## src/rtl/mem_arbiter_pkg.sv

```systemverilog
// -----------------------------------------------------------------------------
// mem_arb_pkg
// Shared types and constants for the unified-memory arbiter.
//   arb_state_t : arbiter sequencing states
//   REQ_*       : fixed requester slot assignment (debug, data, fetch)
//   idx_w()     : width of an index able to address n requesters
// -----------------------------------------------------------------------------
package mem_arb_pkg;

    typedef enum logic [1:0] {
        IDLE  = 2'd0,
        ISSUE = 2'd1,
        WAIT  = 2'd2,
        RESP  = 2'd3
    } arb_state_t;

    localparam int REQ_DEBUG = 0;
    localparam int REQ_DATA  = 1;
    localparam int REQ_FETCH = 2;

    function automatic int idx_w(input int n);
        return (n > 1) ? $clog2(n) : 1;
    endfunction

endpackage

```

## src/rtl/mem_arbiter_if.sv

```systemverilog
// -----------------------------------------------------------------------------
// mem_arbiter_if
// Bundles the requester handshake and the memory command bus.
//   req_valid/req_we/req_addr/req_wdata : per-requester request payload
//   req_ready                           : one-hot grant back to requesters
//   resp_valid/resp_rdata               : one-cycle response to the owner
//   mem_en/mem_we/mem_addr/mem_wdata    : command to the memory array
//   mem_rdata                           : read data from the memory array
// Modports:
//   slave  : the arbiter's view
//   master : the requesters' and memory's view
// -----------------------------------------------------------------------------
interface mem_arbiter_if #(
    parameter int N_REQ  = 3,
    parameter int ADDR_W = 32,
    parameter int DATA_W = 32
);

    logic [N_REQ-1:0]             req_valid;
    logic [N_REQ-1:0]             req_we;
    logic [N_REQ-1:0][ADDR_W-1:0] req_addr;
    logic [N_REQ-1:0][DATA_W-1:0] req_wdata;
    logic [N_REQ-1:0]             req_ready;
    logic [N_REQ-1:0]             resp_valid;
    logic [DATA_W-1:0]            resp_rdata;
    logic                         mem_en;
    logic                         mem_we;
    logic [ADDR_W-1:0]            mem_addr;
    logic [DATA_W-1:0]            mem_wdata;
    logic [DATA_W-1:0]            mem_rdata;

    modport slave (
        input  req_valid, req_we, req_addr, req_wdata, mem_rdata,
        output req_ready, resp_valid, resp_rdata,
               mem_en, mem_we, mem_addr, mem_wdata
    );

    modport master (
        output req_valid, req_we, req_addr, req_wdata, mem_rdata,
        input  req_ready, resp_valid, resp_rdata,
               mem_en, mem_we, mem_addr, mem_wdata
    );

endinterface

```

## src/rtl/mem_arbiter_rr_picker.sv

```systemverilog
// -----------------------------------------------------------------------------
// rr_picker
// Combinational round-robin selector: picks the first asserted req_valid bit
// at or above rr_ptr, wrapping past the top index.
//   req_valid : request vector
//   rr_ptr    : highest-priority index this cycle
//   grant     : one-hot winner (all zero when nothing is valid)
//   grant_idx : encoded winner (0 when nothing is valid)
// -----------------------------------------------------------------------------
module rr_picker #(
    parameter int N_REQ = 3,
    parameter int IDX_W = 2
) (
    input  logic [N_REQ-1:0] req_valid,
    input  logic [IDX_W-1:0] rr_ptr,
    output logic [N_REQ-1:0] grant,
    output logic [IDX_W-1:0] grant_idx
);

    logic [IDX_W-1:0] cand;

    // Walk from the farthest offset down to offset 0 so the candidate
    // closest to rr_ptr is the last one written and therefore wins.
    always_comb begin
        grant     = '0;
        grant_idx = '0;
        cand      = '0;
        for (int off = N_REQ - 1; off >= 0; off--) begin
            cand = IDX_W'((int'(rr_ptr) + off) % N_REQ);
            if (req_valid[cand]) begin
                grant     = N_REQ'(1) << cand;
                grant_idx = cand;
            end
        end
    end

endmodule

```

## src/rtl/mem_arbiter.sv

```systemverilog
// -----------------------------------------------------------------------------
// mem_arbiter
// Shares a single-ported memory between N_REQ requesters. One transaction is
// in flight at a time: grant (IDLE), command strobe (ISSUE), fixed latency
// wait (WAIT), one-cycle response to the owner (RESP).
//   clk   : system clock
//   reset : asynchronous, active-low; discards any in-flight transaction
//   bus   : mem_arbiter_if.slave (requester handshake + memory command bus)
// -----------------------------------------------------------------------------
module mem_arbiter
    import mem_arb_pkg::*;
#(
    parameter int N_REQ       = 3,
    parameter int ADDR_W      = 32,
    parameter int DATA_W      = 32,
    parameter int MEM_LATENCY = 1
) (
    input  logic          clk,
    input  logic          reset,
    mem_arbiter_if.slave  bus
);

    localparam int IDX_W = idx_w(N_REQ);

    arb_state_t        state;
    logic [IDX_W-1:0]  rr_ptr;
    logic [IDX_W-1:0]  owner;
    logic              we_q;
    logic [DATA_W-1:0] rdata_q;
    logic [2:0]        lat_cnt;

    logic              mem_en_q;
    logic              mem_we_q;
    logic [ADDR_W-1:0] mem_addr_q;
    logic [DATA_W-1:0] mem_wdata_q;
    logic [N_REQ-1:0]  resp_valid_q;
    logic [DATA_W-1:0] resp_rdata_q;

    logic [N_REQ-1:0]  grant;
    logic [IDX_W-1:0]  grant_idx;

    rr_picker #(
        .N_REQ (N_REQ),
        .IDX_W (IDX_W)
    ) u_picker (
        .req_valid (bus.req_valid),
        .rr_ptr    (rr_ptr),
        .grant     (grant),
        .grant_idx (grant_idx)
    );

    // Grant is only offered in IDLE; gating with reset keeps req_ready low
    // while reset is held, since the state register alone reads IDLE then.
    assign bus.req_ready  = (state == IDLE && reset) ? grant : '0;
    assign bus.resp_valid = resp_valid_q;
    assign bus.resp_rdata = resp_rdata_q;
    assign bus.mem_en     = mem_en_q;
    assign bus.mem_we     = mem_we_q;
    assign bus.mem_addr   = mem_addr_q;
    assign bus.mem_wdata  = mem_wdata_q;

    always_ff @(posedge clk or negedge reset) begin
        if (!reset) begin
            state        <= IDLE;
            rr_ptr       <= '0;
            owner        <= IDX_W'(REQ_DEBUG);
            we_q         <= 1'b0;
            rdata_q      <= '0;
            lat_cnt      <= '0;
            mem_en_q     <= 1'b0;
            mem_we_q     <= 1'b0;
            mem_addr_q   <= '0;
            mem_wdata_q  <= '0;
            resp_valid_q <= '0;
            resp_rdata_q <= '0;
        end else begin
            case (state)
                IDLE: begin
                    // A non-empty grant is the handshake: the picker only
                    // selects bits whose req_valid is set.
                    if (|grant) begin
                        owner       <= grant_idx;
                        rr_ptr      <= (grant_idx == IDX_W'(N_REQ - 1)) ? '0
                                                                        : grant_idx + 1'b1;
                        we_q        <= bus.req_we[grant_idx];
                        mem_en_q    <= 1'b1;
                        mem_we_q    <= bus.req_we[grant_idx];
                        mem_addr_q  <= bus.req_addr[grant_idx];
                        mem_wdata_q <= bus.req_wdata[grant_idx];
                        state       <= ISSUE;
                    end
                end
                ISSUE: begin
                    // Command strobe lasts exactly this one cycle.
                    mem_en_q    <= 1'b0;
                    mem_we_q    <= 1'b0;
                    mem_addr_q  <= '0;
                    mem_wdata_q <= '0;
                    lat_cnt     <= 3'(MEM_LATENCY - 1);
                    state       <= WAIT;
                end
                WAIT: begin
                    if (lat_cnt != '0) begin
                        lat_cnt <= lat_cnt - 1'b1;
                    end else begin
                        // Writes keep the previous read data as their ack payload.
                        if (!we_q) begin
                            rdata_q <= bus.mem_rdata;
                        end
                        resp_rdata_q <= we_q ? rdata_q : bus.mem_rdata;
                        resp_valid_q <= N_REQ'(1) << owner;
                        state        <= RESP;
                    end
                end
                RESP: begin
                    resp_valid_q <= '0;
                    resp_rdata_q <= '0;
                    state        <= IDLE;
                end
                default: begin
                    state <= IDLE;
                end
            endcase
        end
    end

endmodule

```

## src/flat_wrapper.sv

```systemverilog
// flat-port wrapper written by rule: the top's interface ports become plain ports
module mem_arbiter_flat import mem_arb_pkg::*;
#(
    parameter int N_REQ       = 3,
    parameter int ADDR_W      = 32,
    parameter int DATA_W      = 32,
    parameter int MEM_LATENCY = 1
)
  (clk, reset, bus_req_valid, bus_req_we, bus_req_addr, bus_req_wdata, bus_mem_rdata, bus_req_ready, bus_resp_valid, bus_resp_rdata, bus_mem_en, bus_mem_we, bus_mem_addr, bus_mem_wdata);
  mem_arbiter_if #(.N_REQ(N_REQ), .ADDR_W(ADDR_W), .DATA_W(DATA_W)) bus_i ();
  input  logic clk;
  input  logic reset;
  input wire logic [$bits(bus_i.req_valid)-1:0] bus_req_valid;
  input wire logic [$bits(bus_i.req_we)-1:0] bus_req_we;
  input wire logic [$bits(bus_i.req_addr)-1:0] bus_req_addr;
  input wire logic [$bits(bus_i.req_wdata)-1:0] bus_req_wdata;
  input wire logic [$bits(bus_i.mem_rdata)-1:0] bus_mem_rdata;
  output wire logic [$bits(bus_i.req_ready)-1:0] bus_req_ready;
  output wire logic [$bits(bus_i.resp_valid)-1:0] bus_resp_valid;
  output wire logic [$bits(bus_i.resp_rdata)-1:0] bus_resp_rdata;
  output wire logic [$bits(bus_i.mem_en)-1:0] bus_mem_en;
  output wire logic [$bits(bus_i.mem_we)-1:0] bus_mem_we;
  output wire logic [$bits(bus_i.mem_addr)-1:0] bus_mem_addr;
  output wire logic [$bits(bus_i.mem_wdata)-1:0] bus_mem_wdata;
  assign bus_i.req_valid = bus_req_valid;
  assign bus_i.req_we = bus_req_we;
  assign bus_i.req_addr = bus_req_addr;
  assign bus_i.req_wdata = bus_req_wdata;
  assign bus_i.mem_rdata = bus_mem_rdata;
  assign bus_req_ready = bus_i.req_ready;
  assign bus_resp_valid = bus_i.resp_valid;
  assign bus_resp_rdata = bus_i.resp_rdata;
  assign bus_mem_en = bus_i.mem_en;
  assign bus_mem_we = bus_i.mem_we;
  assign bus_mem_addr = bus_i.mem_addr;
  assign bus_mem_wdata = bus_i.mem_wdata;
  mem_arbiter #(.N_REQ(N_REQ), .ADDR_W(ADDR_W), .DATA_W(DATA_W), .MEM_LATENCY(MEM_LATENCY)) u_core (.clk(clk), .reset(reset), .bus(bus_i));
endmodule
```

## config.mk

```make
export PLATFORM = sky130hd
export DESIGN_NAME = mem_arbiter_flat
export DESIGN_NICKNAME = d
export VERILOG_FILES = /design/src/rtl/mem_arbiter_pkg.sv /design/src/rtl/mem_arbiter_if.sv /design/src/rtl/mem_arbiter_rr_picker.sv /design/src/rtl/mem_arbiter.sv /design/src/flat_wrapper.sv
export SDC_FILE = /design/constraint.sdc
export NUM_CORES = 1
export LEC_CHECK = 0
export ABC_CLOCK_PERIOD_IN_PS = 2500
export BUFFER_PORTS_ARGS = -buffer_cell sky130_fd_sc_hd__buf_2
export CAP_MARGIN = 20
export CORE_ASPECT_RATIO = 0.5
export CORE_MARGIN = 2
export CORE_UTILIZATION = 44
export CTS_CLUSTER_SIZE = 25
export DETAILED_ROUTE_END_ITERATION = 10
export PLACE_DENSITY = 0.86
export SYNTH_ARGS = -nofsm -noshare
export SYNTH_HDL_FRONTEND = slang
export SYNTH_SLANG_ARGS = --single-unit
export TNS_END_PERCENT = 1
```

## constraint.sdc

```tcl
create_clock -name clk -period 2.5 [get_ports clk]
set_clock_uncertainty 0.2 [all_clocks]
set_input_delay 0.125 -clock clk [delete_from_list [all_inputs] [get_ports clk]]
set_output_delay 0.125 -clock clk [all_outputs]
set_load 0.02 [all_outputs]
```

# Word level (Yosys, flattened, before mapping)
# Cells that the tools add are included.
word_totals:
  reg_bits: 143
  output_inout_bits: 104
  elab_cells: 86
op_classes:
  n_addsub: 4
  div: 3
  magnitude_cmp: 4
  eq_ne: 7
  shifts: 4
  mux: 38
  bitwise_logic: 1
  reduce_logical: 13
ops:
  columns: ["op", "n"]
  rows:
  - ["$mux W32", 6]
  - ["$pmux W32 S2", 3]
  - ["$bmux W32 S2", 2]
  - ["$mod A32 B3 Y32 const B", 2]
  - ["$mod A3 B3 Y32 const B", 1]
  - ["$mux W3", 6]
  - ["$lt A2 B3 Y1 const B", 4]
  - ["$mux W2", 6]
  - ["$pmux W3 S2", 2]
  - ["$reduce_and A2 Y1", 6]
  - ["$shl A1 B2 Y3 const A", 4]
  - ["$bmux W1 S2", 4]
  - ["$pmux W2 S4", 1]
  - ["$eq A2 B2 Y1 const B", 3]
  - ["$mux W1", 6]
  - ["$reduce_bool A2 Y1", 3]
  - ["$ne A2 B2 Y1 const B", 2]
  - ["$pmux W1 S2", 2]
  - ["$add A2 B1 Y3 const B", 1]
  - ["$add A2 B2 Y3 const B", 1]
  - ["$reduce_bool A3 Y1", 1]
  - ["$reduce_or A3 Y1", 1]
  - ["$sub A3 B1 Y3 const B", 1]
  - ["$add A2 B1 Y2 const B", 1]
  - ["5 further kinds", 5]

# Logic depth before layout (Yosys ltp)
logic_depth:
  depth_word: 11
  ltp_mapped: 12
  ltp_nobuf: 8

# Modules after synthesis
# A second synthesis with hierarchy kept.
unflattened:
  hier_cells: 573
  area_unflattened_um2: 7289.5
by_module_without_submodules:
  columns: ["module", "instances", "cells_each", "area_each_um2", "seq_area_each_um2"]
  rows:
  - ["mem_arbiter", 1, 537, 7038.0, 3578.4]
  - ["rr_picker", 1, 36, 251.5, 0.0]

# Worst setup path after synthesis
# No wires, ideal clock.
synth_timing:
  path_type: "reg2reg"
  start: "register u_core.rr_ptr[0]"
  end: "register u_core.mem_addr_q[30] (netlist: u_core.bus.mem_addr[30])"
  setup_time_ns: 0.128
  t_arrival_ns: 2.235
  required_time_ns: 2.172
  path_slack_ns: -0.063
  path_stages_with_launch: 12
  synth_period_minus_slack_ns: 2.563
  path_cell_list: "dfrtp_1 inv_1 ha_1 buf_2 and3b_1 o21ai_0 o211ai_1 buf_4 clkbuf_1 and3_1 a211oi_1 o32ai_2"
synth_between:
  elab_chain_cells: 11
  word_cells_on_any_way: 27
  cone_classes: "add/sub: 2; div: 3; eq/ne: 1; shift: 3; mux: 16; reduce/logical: 2"
synth_rtl:
  columns: ["element", "line_no", "text"]
  rows:
  - ["start, declared", "mem_arbiter.sv:26", "logic [IDX_W-1:0] rr_ptr;"]
  - ["start signal, assigned", "mem_arbiter.sv:83", "rr_ptr <= (grant_idx == IDX_W'(N_REQ - 1)) ? '0"]
  - ["$add A2 B2 Y3", "mem_arbiter_rr_picker.sv:29", "cand = IDX_W'((int'(rr_ptr) + off) % N_REQ);"]
  - ["$mod A32 B3 Y32", "mem_arbiter_rr_picker.sv:29", null]
  - ["$bmux W1 S2", "mem_arbiter_rr_picker.sv:30", "if (req_valid[cand]) begin"]
  - ["$mux W1 (implied by the code)", "mem_arbiter_rr_picker.sv:30", null]
  - ["$mux W2 (3 in a row)", "mem_arbiter_rr_picker.sv:30", null]
  - ["$bmux W32 S2", "mem_arbiter.sv:88", "mem_addr_q <= bus.req_addr[grant_idx];"]
  - ["$mux W32 (implied by the code)", "mem_arbiter.sv:88", null]
  - ["$mux W32", "mem_arbiter.sv:81", "if (|grant) begin"]
  - ["$pmux W32 S2", "mem_arbiter.sv:77", "case (state)"]
  - ["end signal, assigned", "mem_arbiter.sv:88", null]
  - ["end, declared", "mem_arbiter.sv:34", "logic [ADDR_W-1:0] mem_addr_q;"]
# Several ways; a longest one is shown, not always the timed one. The select of a mux whose other input is x is not followed.
# A chain may end at the register's enable or synchronous reset.

# Worst setup path in the final report
layout_timing:
  start: "register u_core.rr_ptr[0]"
  end: "register u_core.mem_wdata_q[23] (netlist: u_core.bus.mem_wdata[23])"
layout_between:
  elab_chain_cells: 11
  word_cells_on_any_way: 27
  cone_classes: "add/sub: 2; div: 3; eq/ne: 1; shift: 3; mux: 16; reduce/logical: 2"
layout_rtl:
  columns: ["element", "line_no", "text"]
  rows:
  - ["$add A2 B2 Y3", "mem_arbiter_rr_picker.sv:29", null]
  - ["$mod A32 B3 Y32", "mem_arbiter_rr_picker.sv:29", null]
  - ["$bmux W1 S2", "mem_arbiter_rr_picker.sv:30", null]
  - ["$mux W1 (implied by the code)", "mem_arbiter_rr_picker.sv:30", null]
  - ["$mux W2 (3 in a row)", "mem_arbiter_rr_picker.sv:30", null]
  - ["$bmux W32 S2", "mem_arbiter.sv:89", "mem_wdata_q <= bus.req_wdata[grant_idx];"]
  - ["$mux W32 (implied by the code)", "mem_arbiter.sv:89", null]
  - ["$mux W32", "mem_arbiter.sv:81", null]
  - ["$pmux W32 S2", "mem_arbiter.sv:77", null]
  - ["end signal, assigned", "mem_arbiter.sv:89", null]
  - ["end, declared", "mem_arbiter.sv:35", "logic [DATA_W-1:0] mem_wdata_q;"]
# Several ways; a longest one is shown, not always the timed one. The select of a mux whose other input is x is not followed.

==> results.json <==
{
  "numCtsBuffers": 17,
  "grt.overflow.total": 0,
  "synth_cells": 772,
  "fin_crit_sh": 1.11,
  "syn_area_per_cell_um2": 10.2,
  "maxCapViolCount": 0,
  "globalplace.congestion": 0.935,
  "synth-seq-area-share": 0.453,
  "r2r_cells": 11,
  "initial_core_util": 0.452,
  "ys_seq_elements": 143,
  "cts_tree": "done",
  "grt_max_degree": 90,
  "antenna_found_initial": 1,
  "rows": 34,
  "wl_mm": 32.3,
  "cts_sinks": 143,
  "htree_num_levels": 4,
  "layout_commonest_cell": "buf_2",
  "hpwlAfterDp_mm": 17.5,
  "synth-async-reset-ratio": 1.00,
  "status": "complete, but fails checks",
  "synth_ff_type": "dfrtp_1",
  "cp_data_arrival_time_ns": 2.87,
  "critical_path_class": "register to register",
  "use_met1": 0.370,
  "worst_pin_slew_ns": 0.666,
  "synth_nets": 1015,
  "drv_slew": 0,
  "grt_pass1_vias": 9651,
  "busiest_layer": "met2",
  "syn_to_final_growth_pct": 69.3,
  "io_buffers": 335,
  "grt_pass1_wl_mm": 49.7,
  "hold_viol": 0,
  "rr_startpoint": "u_core.rr_ptr[0]$_DFFE_PN0P_",
  "synth_edf_count": 0,
  "min-delay-start": "bus_req_wdata[42]",
  "crit_path_max_fanout": 19,
  "drt_iter0_drc": 700,
  "via_per_inst": 5.74,
  "grt_setup_unrepaired": "yes",
  "synth.distinct_cells": 43,
  "endpoint_kind": "register",
  "hold_path_depth": 4,
  "grt_usage": 0.328,
  "drive_gt1_frac": 0.463,
  "drcViolationCount": 0,
  "first_pass_iters": 5,
  "pwr_density_cell_nw_per_um2": 1320,
  "vdd_drop_max_mv": 0.957,
  "dp_slack_ns": -0.298,
  "die_w_um": 194,
  "synthesis.area_um2": 7910,
  "fp.coreArea_um2": 17500,
  "antenna_left": 0,
  "clock.fmax_mhz": 359,
  "fin_area_um2": 13400,
  "hold_path_end": "u_core.bus.mem_wdata[10]$_DFFE_PN0P_",
  "use_met3": 0.0835,
  "yosys_warnings": 0,
  "setup_slack_ns": -0.287,
  "clk_path_buf_depth": 2,
  "slew_headroom": 0.556,
  "finalSetupViolCount": 75,
  "die_area_um2": 19100,
  "r2r_slack_ns": -0.29,
  "cts_root_buf": "clkbuf_16",
  "clk_latency_ns": 0.42,
  "grt_util_met2": 0.553,
  "clkTransAtPathRegs_ns": 0.07,
  "ios": 336,
  "num_vias": 8972,
  "fp.dieH_um": 98.8,
  "cp_data_required_time_ns": 2.58,
  "hp-class": "primary input to register",
  "startpoint_type": "register",
  "place_area_um2": 10300,
  "p_leak_nw": 6.53,
  "wl_per_cell_um": 20.6,
  "violations": "negative setup slack",
  "period_needed_ns": 2.79,
  "rr_endpoint": "u_core.bus.mem_wdata[23]$_DFFE_PN0P_",
  "nNetsFinal": 1556,
  "layout_common_cells": "buf_2 (331), dlygate4sd3_1 (179), dfrtp_1 (141)"
}
## routing by layer
layer  wire, um  share of wire
met4       2110          0.066
met1      11800           0.37
met5          0              0
met2      15900           0.49
met3       2460          0.076
## flip-flops by register name, indices dropped and copies added, names as in the netlist, 2 cells and up
signal	flops
u_core.state	2
u_core.owner	2
u_core.rdata_q	32
u_core.lat_cnt	3
u_core.bus.mem_wdata	32
u_core.rr_ptr	2
u_core.bus.mem_addr	32
u_core.bus.resp_valid	3
u_core.bus.resp_rdata	32
## where the power goes
group / leakage, nW / internal (mW) / switching [mW]
sequential: 1.84 / 3.20 / 0.560
clock: 0.299 / 1.53 / 1.16
combinational: 4.39 / 5.05 / 6.11
total: 6.53 / 9.78 / 7.83
## cells in the mapped netlist (3+ instances only)
cell        n  share of area
inv_1      77          0.037
buf_2       8         0.0051
buf_6      10          0.014
buf_4       6         0.0057
dfrtp_1   143           0.45
nand2_1    48          0.023
o21ai_0    37          0.023
and3_1     64          0.051
mux2i_1    36          0.046
clkbuf_1   44          0.021
o211ai_1    3         0.0028
nor3_1      3         0.0019
a21oi_1     4         0.0025
a211oi_1   64          0.061
nor2b_1     7         0.0055
mux2_2     37          0.053
o32ai_2    38          0.078
ha_1       11          0.017
a21boi_0    3         0.0028
nor2_1     73          0.035
o32ai_1    26          0.029
a221oi_2    3         0.0057
## through the flow
stage | utilization | hold WS, ns | instances | total power [mW] | TNS [ns]
floorplan | - | -0.371 | 772 | 9.66 | -0.814
global placement | 0.591 | 0.00872 | 1342 | 12.5 | -8.89
detailed placement | 0.591 | 0.0177 | 1342 | 12.9 | -16.54
CTS | 0.747 | 0.000994 | 1555 | 16.4 | -8.27
global route | 0.765 | 0.0139 | 1561 | 18.4 | -21.57
finish | 0.766 | 0.0172 | 1563 | 17.6 | -16.03
## timing repair
item | in CTS | in global routing
gates resized for setup | 61 | 45
hold buffers | 179 | 0
gates cloned | 0 | 3
hold endpoints to repair | 273 | 0
setup endpoints to repair | 75 | 76
buffers inserted | 2 | 2
pin swaps | 20 | 21
## cells by family after synthesis
kind of cell             synth area share
flip-flops                          0.453
buffers and inverters              0.0824
AO/OA/AOI/OAI                       0.222
adder cells (fa/ha/maj)            0.0174
AND/OR/NAND/NOR                     0.125
XOR/XNOR                          0.00111
multiplexers                        0.100
## critical path: stages, from the launching register on
cell	delay, ns
dfrtp_1	0.43
inv_2	0.10
buf_4	0.11
ha_1	0.17
and3b_2	0.25
buf_4	0.14
a221oi_2	0.29
o221ai_2	0.21
o21ai_4	0.25
buf_12	0.22
buf_4	0.16
o32ai_4	0.10
## area by class of cell
class                   count  area (um2)
clock buffers              17         425
multi-input cells         484        4230
diodes                      3        7.51
well taps                 234         293
clock inverters            15         185
flip-flops and latches    143        3580
repair buffers            590        4380
fillers                  1004        4100
inverters                  77         289
## worst max-delay path by stage
stage                                 start                              endpoint  slack (ns)  cells after the start
6_report       u_core.rr_ptr[0]$_DFFE_PN0P_  u_core.bus.mem_wdata[23]$_DFFE_PN0P_       -0.29                     11
5_1_grt        u_core.rr_ptr[0]$_DFFE_PN0P_  u_core.bus.mem_wdata[23]$_DFFE_PN0P_       -0.37                     10
4_1_cts        u_core.rr_ptr[1]$_DFFE_PN0P_                      bus_req_ready[1]       -0.17                      9
3_5_place_dp   u_core.rr_ptr[0]$_DFFE_PN0P_   u_core.bus.mem_addr[13]$_DFFE_PN0P_       -0.30                     10
3_3_place_gp   u_core.rr_ptr[0]$_DFFE_PN0P_  u_core.bus.mem_wdata[29]$_DFFE_PN0P_       -0.16                      9
2_1_floorplan  u_core.rr_ptr[0]$_DFFE_PN0P_   u_core.bus.mem_addr[20]$_DFFE_PN0P_       -0.02                     10
Power figures use the tool's default switching activity.
